## config.mk

```make
export PLATFORM = sky130hd
export DESIGN_NAME = spi_master
export DESIGN_NICKNAME = d
export VERILOG_FILES = /design/src/rtl/spi_master.sv
export SDC_FILE = /design/constraint.sdc
export NUM_CORES = 1
export LEC_CHECK = 0
export ABC_AREA = 1
export CAP_MARGIN = 20
export CORE_MARGIN = 1
export CORE_UTILIZATION = 45
export CTS_BUF_LIST = sky130_fd_sc_hd__clkbuf_8
export CTS_CLUSTER_SIZE = 12
export DETAILED_ROUTE_END_ITERATION = 8
export GPL_ROUTABILITY_DRIVEN = 0
export PLACE_DENSITY = 0.69
export SETUP_SLACK_MARGIN = 0.4
export SLEW_MARGIN = 20
export SYNTH_ARGS = -nofsm -noshare
export SYNTH_HDL_FRONTEND = slang
export SYNTH_SLANG_ARGS = --single-unit
```

## constraint.sdc

```tcl
create_clock -name clk -period 1.61 [get_ports clk]
set_clock_uncertainty 0.15 [all_clocks]
set_input_delay 0.322 -clock clk [delete_from_list [all_inputs] [get_ports clk]]
set_output_delay 0.322 -clock clk [all_outputs]
set_load 0.02 [all_outputs]
```

## src/rtl/spi_master.sv

```systemverilog
// SPI master, single-byte full-duplex transfer with runtime-selectable mode 0..3.
// Latency: done pulses 18*CLK_DIV+1 clk cycles after start is presented in IDLE.
// Backpressure: start is level-sampled only in IDLE; requests while busy are ignored.
// Optional build macro SPI_MASTER_LOOPBACK_EN adds a loopback input (sample SDO instead of SDI).
module spi_master #(
  parameter int unsigned CLK_DIV = 2
) (
  input  logic       clk,
  input  logic       reset,
  input  logic [1:0] mode,
  input  logic       start,
  input  logic [7:0] tx_data,
  input  logic       SDI,
`ifdef SPI_MASTER_LOOPBACK_EN
  input  logic       loopback,
`endif
  output logic       sclk,
  output logic       SC,
  output logic       SDO,
  output logic [7:0] rx_data,
  output logic       busy,
  output logic       done
);

  typedef enum logic [1:0] {IDLE, SETUP, TRANSFER, HOLD} state_t;

  localparam logic [7:0] DIV_LAST = 8'(CLK_DIV - 1);

  state_t     state_q, state_d;
  logic [7:0] cnt_q, cnt_d;
  logic [3:0] edge_q, edge_d;
  logic       sclk_q, sclk_d;
  logic       sdo_q, sdo_d;
  logic [7:0] sh_q, sh_d;
  logic [7:0] rxs_q, rxs_d;
  logic [7:0] rx_q, rx_d;
  logic       cpha_q, cpha_d;
  logic       cpol_q, cpol_d;
  logic       done_q, done_d;

  logic       tick;
  logic       leading;
  logic       sample_bit;

  assign tick    = (cnt_q == DIV_LAST);
  assign leading = ~edge_q[0];

`ifdef SPI_MASTER_LOOPBACK_EN
  assign sample_bit = loopback ? sdo_q : SDI;
`else
  assign sample_bit = SDI;
`endif

  // Next-state and datapath: sequencing of setup, 16 sclk edges, hold.
  always_comb begin
    state_d = state_q;
    cnt_d   = cnt_q;
    edge_d  = edge_q;
    sclk_d  = sclk_q;
    sdo_d   = sdo_q;
    sh_d    = sh_q;
    rxs_d   = rxs_q;
    rx_d    = rx_q;
    cpha_d  = cpha_q;
    cpol_d  = cpol_q;
    done_d  = 1'b0;
    case (state_q)
      IDLE: begin
        // Idle clock level tracks the live mode input until a transfer is accepted.
        sclk_d = mode[1];
        cnt_d  = 8'd0;
        edge_d = 4'd0;
        if (start) begin
          state_d = SETUP;
          cpha_d  = ^mode;
          cpol_d  = mode[1];
          rxs_d   = 8'h00;
          if (^mode) begin
            // cpha=1: MSB goes out on the first leading edge.
            sh_d = tx_data;
          end else begin
            // cpha=0: MSB must be on the line before the first leading edge.
            sdo_d = tx_data[7];
            sh_d  = {tx_data[6:0], 1'b0};
          end
        end
      end
      SETUP: begin
        cnt_d = cnt_q + 8'd1;
        if (tick) begin
          cnt_d   = 8'd0;
          state_d = TRANSFER;
        end
      end
      TRANSFER: begin
        cnt_d = cnt_q + 8'd1;
        if (tick) begin
          cnt_d  = 8'd0;
          sclk_d = ~sclk_q;
          edge_d = edge_q + 4'd1;
          if (leading == cpha_q) begin
            // Launch edge; for cpha=0 the last trailing edge launches nothing.
            if (cpha_q || (edge_q != 4'd15)) begin
              sdo_d = sh_q[7];
              sh_d  = {sh_q[6:0], 1'b0};
            end
          end else begin
            rxs_d = {rxs_q[6:0], sample_bit};
          end
          if (edge_q == 4'd15) begin
            edge_d  = 4'd0;
            state_d = HOLD;
          end
        end
      end
      HOLD: begin
        cnt_d = cnt_q + 8'd1;
        if (tick) begin
          cnt_d   = 8'd0;
          state_d = IDLE;
          done_d  = 1'b1;
          rx_d    = rxs_q;
        end
      end
      default: state_d = IDLE;
    endcase
  end

  // State and datapath registers with asynchronous active-low reset.
  always_ff @(posedge clk or negedge reset) begin
    if (!reset) begin
      state_q <= IDLE;
      cnt_q   <= 8'd0;
      edge_q  <= 4'd0;
      sclk_q  <= 1'b0;
      sdo_q   <= 1'b0;
      sh_q    <= 8'h00;
      rxs_q   <= 8'h00;
      rx_q    <= 8'h00;
      cpha_q  <= 1'b0;
      cpol_q  <= 1'b0;
      done_q  <= 1'b0;
    end else begin
      state_q <= state_d;
      cnt_q   <= cnt_d;
      edge_q  <= edge_d;
      sclk_q  <= sclk_d;
      sdo_q   <= sdo_d;
      sh_q    <= sh_d;
      rxs_q   <= rxs_d;
      rx_q    <= rx_d;
      cpha_q  <= cpha_d;
      cpol_q  <= cpol_d;
      done_q  <= done_d;
    end
  end

  assign busy    = (state_q != IDLE);
  assign SC      = ~busy;
  assign sclk    = sclk_q;
  assign SDO     = sdo_q;
  assign rx_data = rx_q;
  assign done    = done_q;

endmodule

```

After elaboration in Yosys (flattened, before gate mapping)
Index checks and enable logic that the tools add are counted.
- input port bits: 14
- register bits after elaboration: 42
- output and inout bits: 13
- word-level logic and storage cells: 75
- multiplexer cells: 31
- add/subtract/negate cells: 2
- bitwise operators: 3
- reduce and logical (&&, ||, !) cells: 13
- eq/ne operators: 16
- operators by type and width (kind ; count):
    two-way mux 8 bit ; 9
    case mux 8 bit (2 select lines) ; 3
    inequality test 2 bit (second input constant) ; 9
    two-way mux 2 bit ; 5
    AND reduction 5 bit ; 2
    adder 8 x 1 -> 8 bit (second input constant) ; 1
    == test 8 x 1 -> 1 bit (second input constant) ; 1
    two-way mux 1 bit ; 8
    two-way mux 4 bit ; 2
    case mux 2 bit (4 select lines) ; 1
    case mux 4 bit (2 select lines) ; 1
    AND reduction 2 bit ; 3
    AND reduction 6 bit ; 1
    adder 4 x 1 -> 4 bit (second input constant) ; 1
    == test 2 bit (second input constant) ; 2
    == test 4 bit (second input constant) ; 1
    inequality test 4 bit (second input constant) ; 1
    case mux 1 bit (2 select lines) ; 2
    AND reduction 4 bit ; 1
    nonzero test 2 bit ; 2
    NOT 1 bit ; 3
    OR reduction 3 bit ; 1
    == test 2 x 1 -> 1 bit (second input constant) ; 1
    logical NOT 2 bit ; 1
    3 further kinds ; 3

Logic depth before layout (Yosys ltp)
Gate-level depths: netlist of run 1.
- depth after elaboration: 6
- mapped depth: 10
- depth with buffers taken out: 10

Worst setup path after synthesis of run 1
Ideal clock, no wire load.
- kind: register -> register
- start point: reg state_q[0]
- end point: reg sh_q[1]
- clock period less this slack: 1918 ps
- setup slack: -308 ps
- setup time: 116 ps
- data required time: 1344 ps
- cell stages (with the launch flop): 10
- data arrival time: 1652 ps
- path buffers: 0
- path through: dfrtp_1 -> inv_1 -> ha_1 -> inv_1 -> nor2_1 -> a21oi_2 -> nand2_4 -> clkinv_4 -> nand2_1 -> nand2_1
- cells in the longest elaborated chain, start to end: 3
- elaborated cells between the ends (all ways): 9
- those cells by class: 5 x eq/ne; 1 x mux; 3 x reduce/logical
- RTL lines (item ; line ; text):
    start: declaration ; 29 ; state_t state_q, state_d;
    start signal: assignment ; 144 ; state_q <= state_d;
    == test 2 bit or logical NOT 2 bit (tied branches) ; 67 ; case (state_q)
    inequality test 2 bit (no source line) or nonzero test 2 bit (tied branches) ; n/a ;
    AND reduction 5 bit (no source line) ; n/a ;
    end signal: assignment ; 137 ; sh_q <= 8'h00;
    end signal: assignment ; 149 ; sh_q <= sh_d;
    end: declaration ; 34 ; logic [7:0] sh_q, sh_d;
Several ways; a longest one is shown, not always the timed one.
A chain may end at the register's enable or synchronous reset.

Final worst setup path of run 1
- start point: reg state_q[0]
- end point: reg sh_q[4]
The elaborated chain is that of the path after synthesis.

==> results.py, run 1 <==
metrics = {
    "outcome": {
        "run_status": "finished, violations left",
        "failing_checks": "setup timing",
    },
    "power": {
        "leakage_nw": 1.74,
        "ir_drop_uv": 1170,
        "power.total_mw": 5.71,
        "pwr-share-comb": 0.616,
        "power_frac_clock": 0.127,
        "internal_power_mw": 3.23,
        "p_sw_mw": 2.48,
        "p_per_area_nw_per_um2": 1700,
        "swShare": 0.435,
        "power.sequential.fraction": 0.257,
    },
    "route": {
        "post-route-drc-count": 0,
        "wire_per_inst_um": 12.1,
        "wl_met2_um": 2570,
        "post_drt_via_cell_ratio": 4.80,
        "drt_first_pass_iters": 7,
        "drt-initial-drc-count": 145,
        "vias": 2082,
        "top_signal_layer_used": "met4",
        "drtAntennaViolNets": 0,
        "met3RoutedLength_um": 165,
        "met1_wire_length_um": 2400,
        "postRouteWirelength_um": 5260,
    },
    "timing": {
        "hold_viol_final": 0,
        "worst_pin_slew_ps": 248,
        "rsz0062_at_grt": "yes",
        "fmax_ghz": 0.617,
        "number_of_max_slew_violations_in_the_final_report": 0,
        "layout_min_cycle_time_ps": 1620,
        "timing.final.ws_setup_ps": -10.6,
        "worst_slew_margin_rel": 0.834,
        "setup-violations-final": 7,
        "period_share": 1.01,
    },
    "clock_network": {
        "tritoncts_num_sinks": 42,
        "clk_pin_slew_ps": 80,
        "htree_levels": 2,
        "root_buffer_selected_by_cts": "sky130_fd_sc_hd__clkbuf_8",
        "insertion_delay_ps": 300,
        "clock_buffers_created_by_tritoncts": 5,
        "cts_tree": "done",
        "cts-root-to-sink-buffers": 2,
    },
    "floorplan": {
        "dieWidth_um": 72.0,
        "start_util": 0.466,
        "die_footprint_um2": 5180,
        "fp-row-count": 25,
        "num_io_pins": 27,
        "die_height_um": 72.0,
        "floorplan.core_area_um2": 4720,
    },
    "logic_synthesis": {
        "post_synth_instance_area_um2": 2200,
        "seq_area_frac_synth": 0.477,
        "synth-seq-cells": 42,
        "synth_common_cells": "130 x sky130_fd_sc_hd__nand2_1, 42 x sky130_fd_sc_hd__dfrtp_1, 21 x sky130_fd_sc_hd__inv_1",
        "synth-edff-count": 0,
        "syn_inst": 288,
        "syn-mean-instance-area_um2": 7.65,
        "count_of_yosys_warnings_during_synthesis": 0,
        "netlist-cell-type-count": 26,
        "syn-num-nets": 310,
        "count_leader_synth": "sky130_fd_sc_hd__nand2_1",
        "area_fraction_of_the_dominant_cell_type_after_synthesis": 0.477,
        "netlist.top_cell.by_area": "sky130_fd_sc_hd__dfrtp_1",
        "cell_types_with_the_largest_area_share_after_synthesis": "sky130_fd_sc_hd__dfrtp_1 48%, sky130_fd_sc_hd__nand2_1 22%, sky130_fd_sc_hd__ha_1 4.5%, sky130_fd_sc_hd__nand3_1 3.9%, sky130_fd_sc_hd__inv_1 3.6%",
        "ys_dominant_reg_cell": "sky130_fd_sc_hd__dfrtp_1",
        "synth_async_sr_flop_share": 1.00,
    },
    "critical_path": {
        "worst-setup-path-type": "reg2reg",
        "cp.arrival_ps": 1670,
        "cp-end-kind": "register",
        "sort_of_element_at_the_start_of_the_critical_path": "register",
        "r2r.worst_path.cells": 10,
        "worst-path-max-fanout": 7,
        "worstPathRequired_ps": 1660,
    },
    "final_layout": {
        "layout.filler_cells": 346,
        "final_net_count": 388,
        "antenna_cells": 0,
        "area.growth.synth_to_final_pct": 52.3,
        "final_layout_size_suffix_gt1_frac": 0.362,
    },
    "placed_design": {
        "placement.setup.worst_slack_ps": -147,
        "post-dp-hpwl_um": 3140,
        "io_buffer_count": 26,
    },
    "global_route": {
        "global_route.usage.total": 0.208,
        "grt_pass1_vias": 1922,
        "congestion_overflow_gr": 0,
        "grt_pass1_wl_um": 8420,
        "pin_count_of_the_biggest_net_entering_global_routing": 43,
        "grt_antenna_before_repair": 0,
    },
    "worst_hold_path": {
        "hp-class": "reg2reg",
        "hold_path_depth": 2,
    },
    "flow_run": {
        "max-cap-violations": 0,
    },
}
[area by class of cell]
type                    count  area [um2]  share of cell area
clock buffers               6        82.6              0.0246
clock inverters             2        12.5             0.00373
inverters                  25         114              0.0339
multi-input cells         219        1310               0.389
flip-flops and latches     42        1050               0.313
well taps                  67        83.8              0.0250
repair buffers             72         698               0.208
repair inverters            1        8.76             0.00261
[critical path, stage by stage (launching register included)]
cell and delay [ps]:
sky130_fd_sc_hd__dfrtp_1 390, sky130_fd_sc_hd__inv_2 120, sky130_fd_sc_hd__ha_4 180, sky130_fd_sc_hd__inv_4 40
sky130_fd_sc_hd__buf_6 110, sky130_fd_sc_hd__nor2_4 160, sky130_fd_sc_hd__a21oi_4 70, sky130_fd_sc_hd__nand2_4 140
sky130_fd_sc_hd__inv_8 60, sky130_fd_sc_hd__nand2_1 50, sky130_fd_sc_hd__nand2_1 40
[cells by family (layout without fill, tap and decap cells)]
| family | Yosys count | count (layout) | synth area share |
|---|---|---|---|
| adders and majority gates | 8 | 8 | 0.0454 |
| DFF | 42 | 42 | 0.477 |
| buffers and inverters | 29 | 106 | 0.0557 |
| and+or+nand+nor | 190 | 192 | 0.372 |
| xor gates and xnor gates | 2 | 2 | 0.00795 |
| AOI/OAI and AO/OA | 17 | 17 | 0.0420 |
[path summary, 6_finish.rpt]
path	start	to	slack [ps]
setup / recovery	state_q[0]	sh_q[4]	-10
hold / removal	sh_q[6]	sh_q[6]	330
setup reg to reg	state_q[0]	sh_q[4]	-10
hold reg to reg	sh_q[6]	sh_q[6]	330
max in group asynchronous	reset	cpha_q	730
min in group asynchronous	reset	cnt_q[5]	370
[flip-flops by register name (all words and copies together), names as in the netlist]
name     cells
sh_q         8
cpha_q       1
edge_q       4
rx_data      8
sclk         1
cnt_q        8
rxs_q        8
state_q      2
SDO          1
done         1
[power by group through the flow]
| stage | clock network [mW] | logic [mW] | registers [mW] |
|---|---|---|---|
| floorplan | 0 | 1.47 | 1.51 |
| CTS | 0.738 | 3.00 | 1.46 |
| global placement | 0 | 2.37 | 1.45 |
| global route | 0.771 | 3.82 | 1.49 |
| detailed placement | 0 | 2.40 | 1.46 |
| finish | 0.727 | 3.52 | 1.47 |
[placed cells by master, fill, tap and decap left out, drive strengths merged, types with 3 or more instances in the layout]
| cell | synthesis | routed |
|---|---|---|
| a21oi | 5 | 5 |
| buf | 2 | 59 |
| clkbuf | 2 | 6 |
| clkdlybuf4s50 | 0 | 11 |
| dfrtp | 42 | 42 |
| ha | 8 | 8 |
| inv | 24 | 26 |
| nand2 | 137 | 139 |
| nand3 | 17 | 17 |
| nand3b | 8 | 8 |
| nor2 | 22 | 22 |
| nor3 | 3 | 3 |
| o21ai | 12 | 12 |
[what timing repair did]
action                                  CTS  global route
endpoints found under the hold margin    42             0
buffers inserted                          9             9
hold buffers                              1             0
resized for setup                       126            39
pin swaps                                33            16
endpoints found under the setup margin   54            55
gates cloned                              2             1
[through the flow]
step                hold WS [ps]  utilization  area [um2]  cells  setup TNS [ps]
finish                       335        0.710        3360    434           -34.8
global route                 364        0.710        3360    434           -1680
CTS                          338        0.664        3140    424               0
detailed placement           165        0.587        2770    404           -1850
global placement             164        0.587        2770    404           -1520
floorplan                   -124            -        2240    288            -101
[metal layers]
| layer | vias up | global-route usage |
|---|---|---|
| li1 | 1054 | - |
| met3 | 8 | 0.0431 |
| met1 | 983 | 0.268 |
| met2 | 37 | 0.351 |
| met4 | 0 | 0.0675 |
| met5 | - | 0 |
Note: power is estimated with default switching activity, not from simulation.
==> run 2: changes to the inputs <==
--- a/config.mk
+++ b/config.mk
@@ -8,12 +8,12 @@
 export ABC_AREA = 1
 export CAP_MARGIN = 20
 export CORE_MARGIN = 1
-export CORE_UTILIZATION = 45
+export CORE_UTILIZATION = 46
 export CTS_BUF_LIST = sky130_fd_sc_hd__clkbuf_8
 export CTS_CLUSTER_SIZE = 12
 export DETAILED_ROUTE_END_ITERATION = 8
 export GPL_ROUTABILITY_DRIVEN = 0
-export PLACE_DENSITY = 0.69
+export PLACE_DENSITY = 0.71
 export SETUP_SLACK_MARGIN = 0.4
 export SLEW_MARGIN = 20
 export SYNTH_ARGS = -nofsm -noshare
==> results.py, run 2 (synthesis results as in run 1) <==
metrics = {
    "outcome": {
        "run_status": "finished, violations left",
        "failing_checks": "DRC, setup timing",
    },
    "route": {
        "postRouteWirelength_um": 5760,
        "vias": 2147,
        "drt_first_pass_iters": 6,
        "drt-initial-drc-count": 107,
        "wire_per_inst_um": 13.6,
        "drtAntennaViolNets": 0,
        "post-route-drc-count": 2,
        "post_drt_via_cell_ratio": 5.06,
    },
    "critical_path": {
        "cp_slowest_stage_delay_ps": 390,
        "worst-setup-path-type": "reg2reg",
        "critical-path-slowest-cell": "sky130_fd_sc_hd__dfrtp_1",
        "cp-end-kind": "register",
        "worstPathRequired_ps": 1690,
        "critical_path.n_buffers_inverters": 3,
        "setup.reg_to_reg.worst_slack_ps": -60,
        "timing.critical_path.cells": "inv_1 -> ha_2 -> nand2_2 -> nor2_4 -> buf_4 -> nand2_2 -> nand2_4 -> buf_4 -> nand3_1 -> o21ai_0",
        "cp.arrival_ps": 1750,
        "sort_of_element_at_the_start_of_the_critical_path": "register",
        "worst-path-max-fanout": 4,
        "timing.critical_path.max_delay_family": "simple AND/OR/NAND/NOR gates",
    },
    "global_route": {
        "global_route.usage.total": 0.243,
        "grt_pass1_wl_um": 9570,
        "congestion_overflow_gr": 0,
        "pin_count_of_the_biggest_net_entering_global_routing": 20,
        "grt_pass1_vias": 2068,
        "grt_antenna_before_repair": 0,
    },
    "timing": {
        "timing.final.ws_setup_ps": -64.5,
        "number_of_max_slew_violations_in_the_final_report": 0,
        "layout_min_cycle_time_ps": 1670,
        "worst_slew_margin_rel": 0.706,
        "setup-violations-final": 19,
        "fmax_ghz": 0.597,
        "worst_pin_slew_ps": 440,
        "tns_ps": -517,
        "hold_viol_final": 0,
        "period_share": 1.04,
        "rsz0062_at_grt": "yes",
    },
    "clock_network": {
        "htree_levels": 2,
        "cts_tree": "done",
        "clk_pin_slew_ps": 90,
        "root_buffer_selected_by_cts": "sky130_fd_sc_hd__clkbuf_8",
        "tritoncts_num_sinks": 42,
        "insertion_delay_ps": 310,
        "clock_buffers_created_by_tritoncts": 5,
        "cts-root-to-sink-buffers": 2,
    },
    "final_layout": {
        "layout_common_cells": "103 x sky130_fd_sc_hd__nand2_1, 42 x sky130_fd_sc_hd__dfrtp_1, 31 x sky130_fd_sc_hd__buf_6",
        "antenna_cells": 0,
        "area.growth.synth_to_final_pct": 56.5,
        "final_net_count": 393,
        "utilization_after_layout": 0.771,
        "final_common_cell": "sky130_fd_sc_hd__nand2_1",
        "final_cell_count_no_fill": 424,
        "layout.filler_cells": 303,
        "stdcell_area_um2": 3450,
        "final_layout_size_suffix_gt1_frac": 0.401,
    },
    "floorplan": {
        "dieWidth_um": 71.2,
        "die_height_um": 71.2,
        "fp-row-count": 24,
        "floorplan.core_area_um2": 4470,
        "start_util": 0.492,
        "die_footprint_um2": 5070,
        "num_io_pins": 27,
    },
    "flow_run": {
        "max-cap-violations": 0,
    },
    "placed_design": {
        "placed_cells": 389,
        "post-dp-hpwl_um": 3370,
        "dpl-instance-area_um2": 2750,
        "io_buffer_count": 26,
    },
    "power": {
        "power.total_mw": 5.94,
        "p_per_area_nw_per_um2": 1720,
        "ir_drop_uv": 1400,
        "leakage_nw": 1.84,
    },
    "worst_hold_path": {
        "hp-class": "in2async",
    },
}
## run 2: final cells by class
class                      count  area, um2  share of cell area
timing repair buffer          77        747               0.217
timing repair inverter         1       8.76             0.00254
inverter                      25        119              0.0345
clock buffer                   5       68.8              0.0200
sequential                    42       1050               0.305
clock inverter                 3       43.8              0.0127
multi-input combinational    219       1350               0.390
tap                           52       65.1              0.0189
## run 2: final timing paths
path | from | end | depth (start not counted)
setup / recovery | cnt_q[1] | edge_q[0] | 10
hold / removal | reset | rx_data[0] | 2
setup reg to reg | cnt_q[1] | edge_q[0] | 10
hold reg to reg | sh_q[4] | sh_q[4] | 2
max in group asynchronous | reset | rxs_q[1] | 3
min in group clk | sh_q[4] | sh_q[4] | 2
## run 2: metal layers
layer	up-vias	wire (um)	GRT usage
li1	1066	-	-
met4	0	61	0.0822
met1	1021	2520	0.309
met5	-	0	0
met2	54	2960	0.419
met3	6	210	0.0422
## run 2: through the flow
stage                     hold slack [ps]  setup WS, ps
after floorplan                      -124         -12.9
after global placement                130          -111
after detailed placement              136          -157
after CTS                             339         -13.7
after global routing                  372          -137
final                                 331         -64.5
## run 2: timing repair
item	CTS	global route
gates resized for setup	140	40
pin swaps	36	20
hold endpoints to repair	15	0
setup buffers	14	9
endpoints found under the setup margin	54	55
hold buffers	1	0
gates cloned	3	0
## run 2: power breakdown
group	total [mW]	switching [mW]	internal, mW
clock network	0.864	0.399	0.465
logic	3.59	1.96	1.63
registers	1.48	0.182	1.30
## run 2: worst register-to-register path: cells and delay by family, from the launching register on
family                     cells  cell delay, ps
and+or+nand+nor                5             470
buffers and inverters          3             340
DFF                            1             390
adders and majority gates      1             170
AOI/OAI and AO/OA              1              80
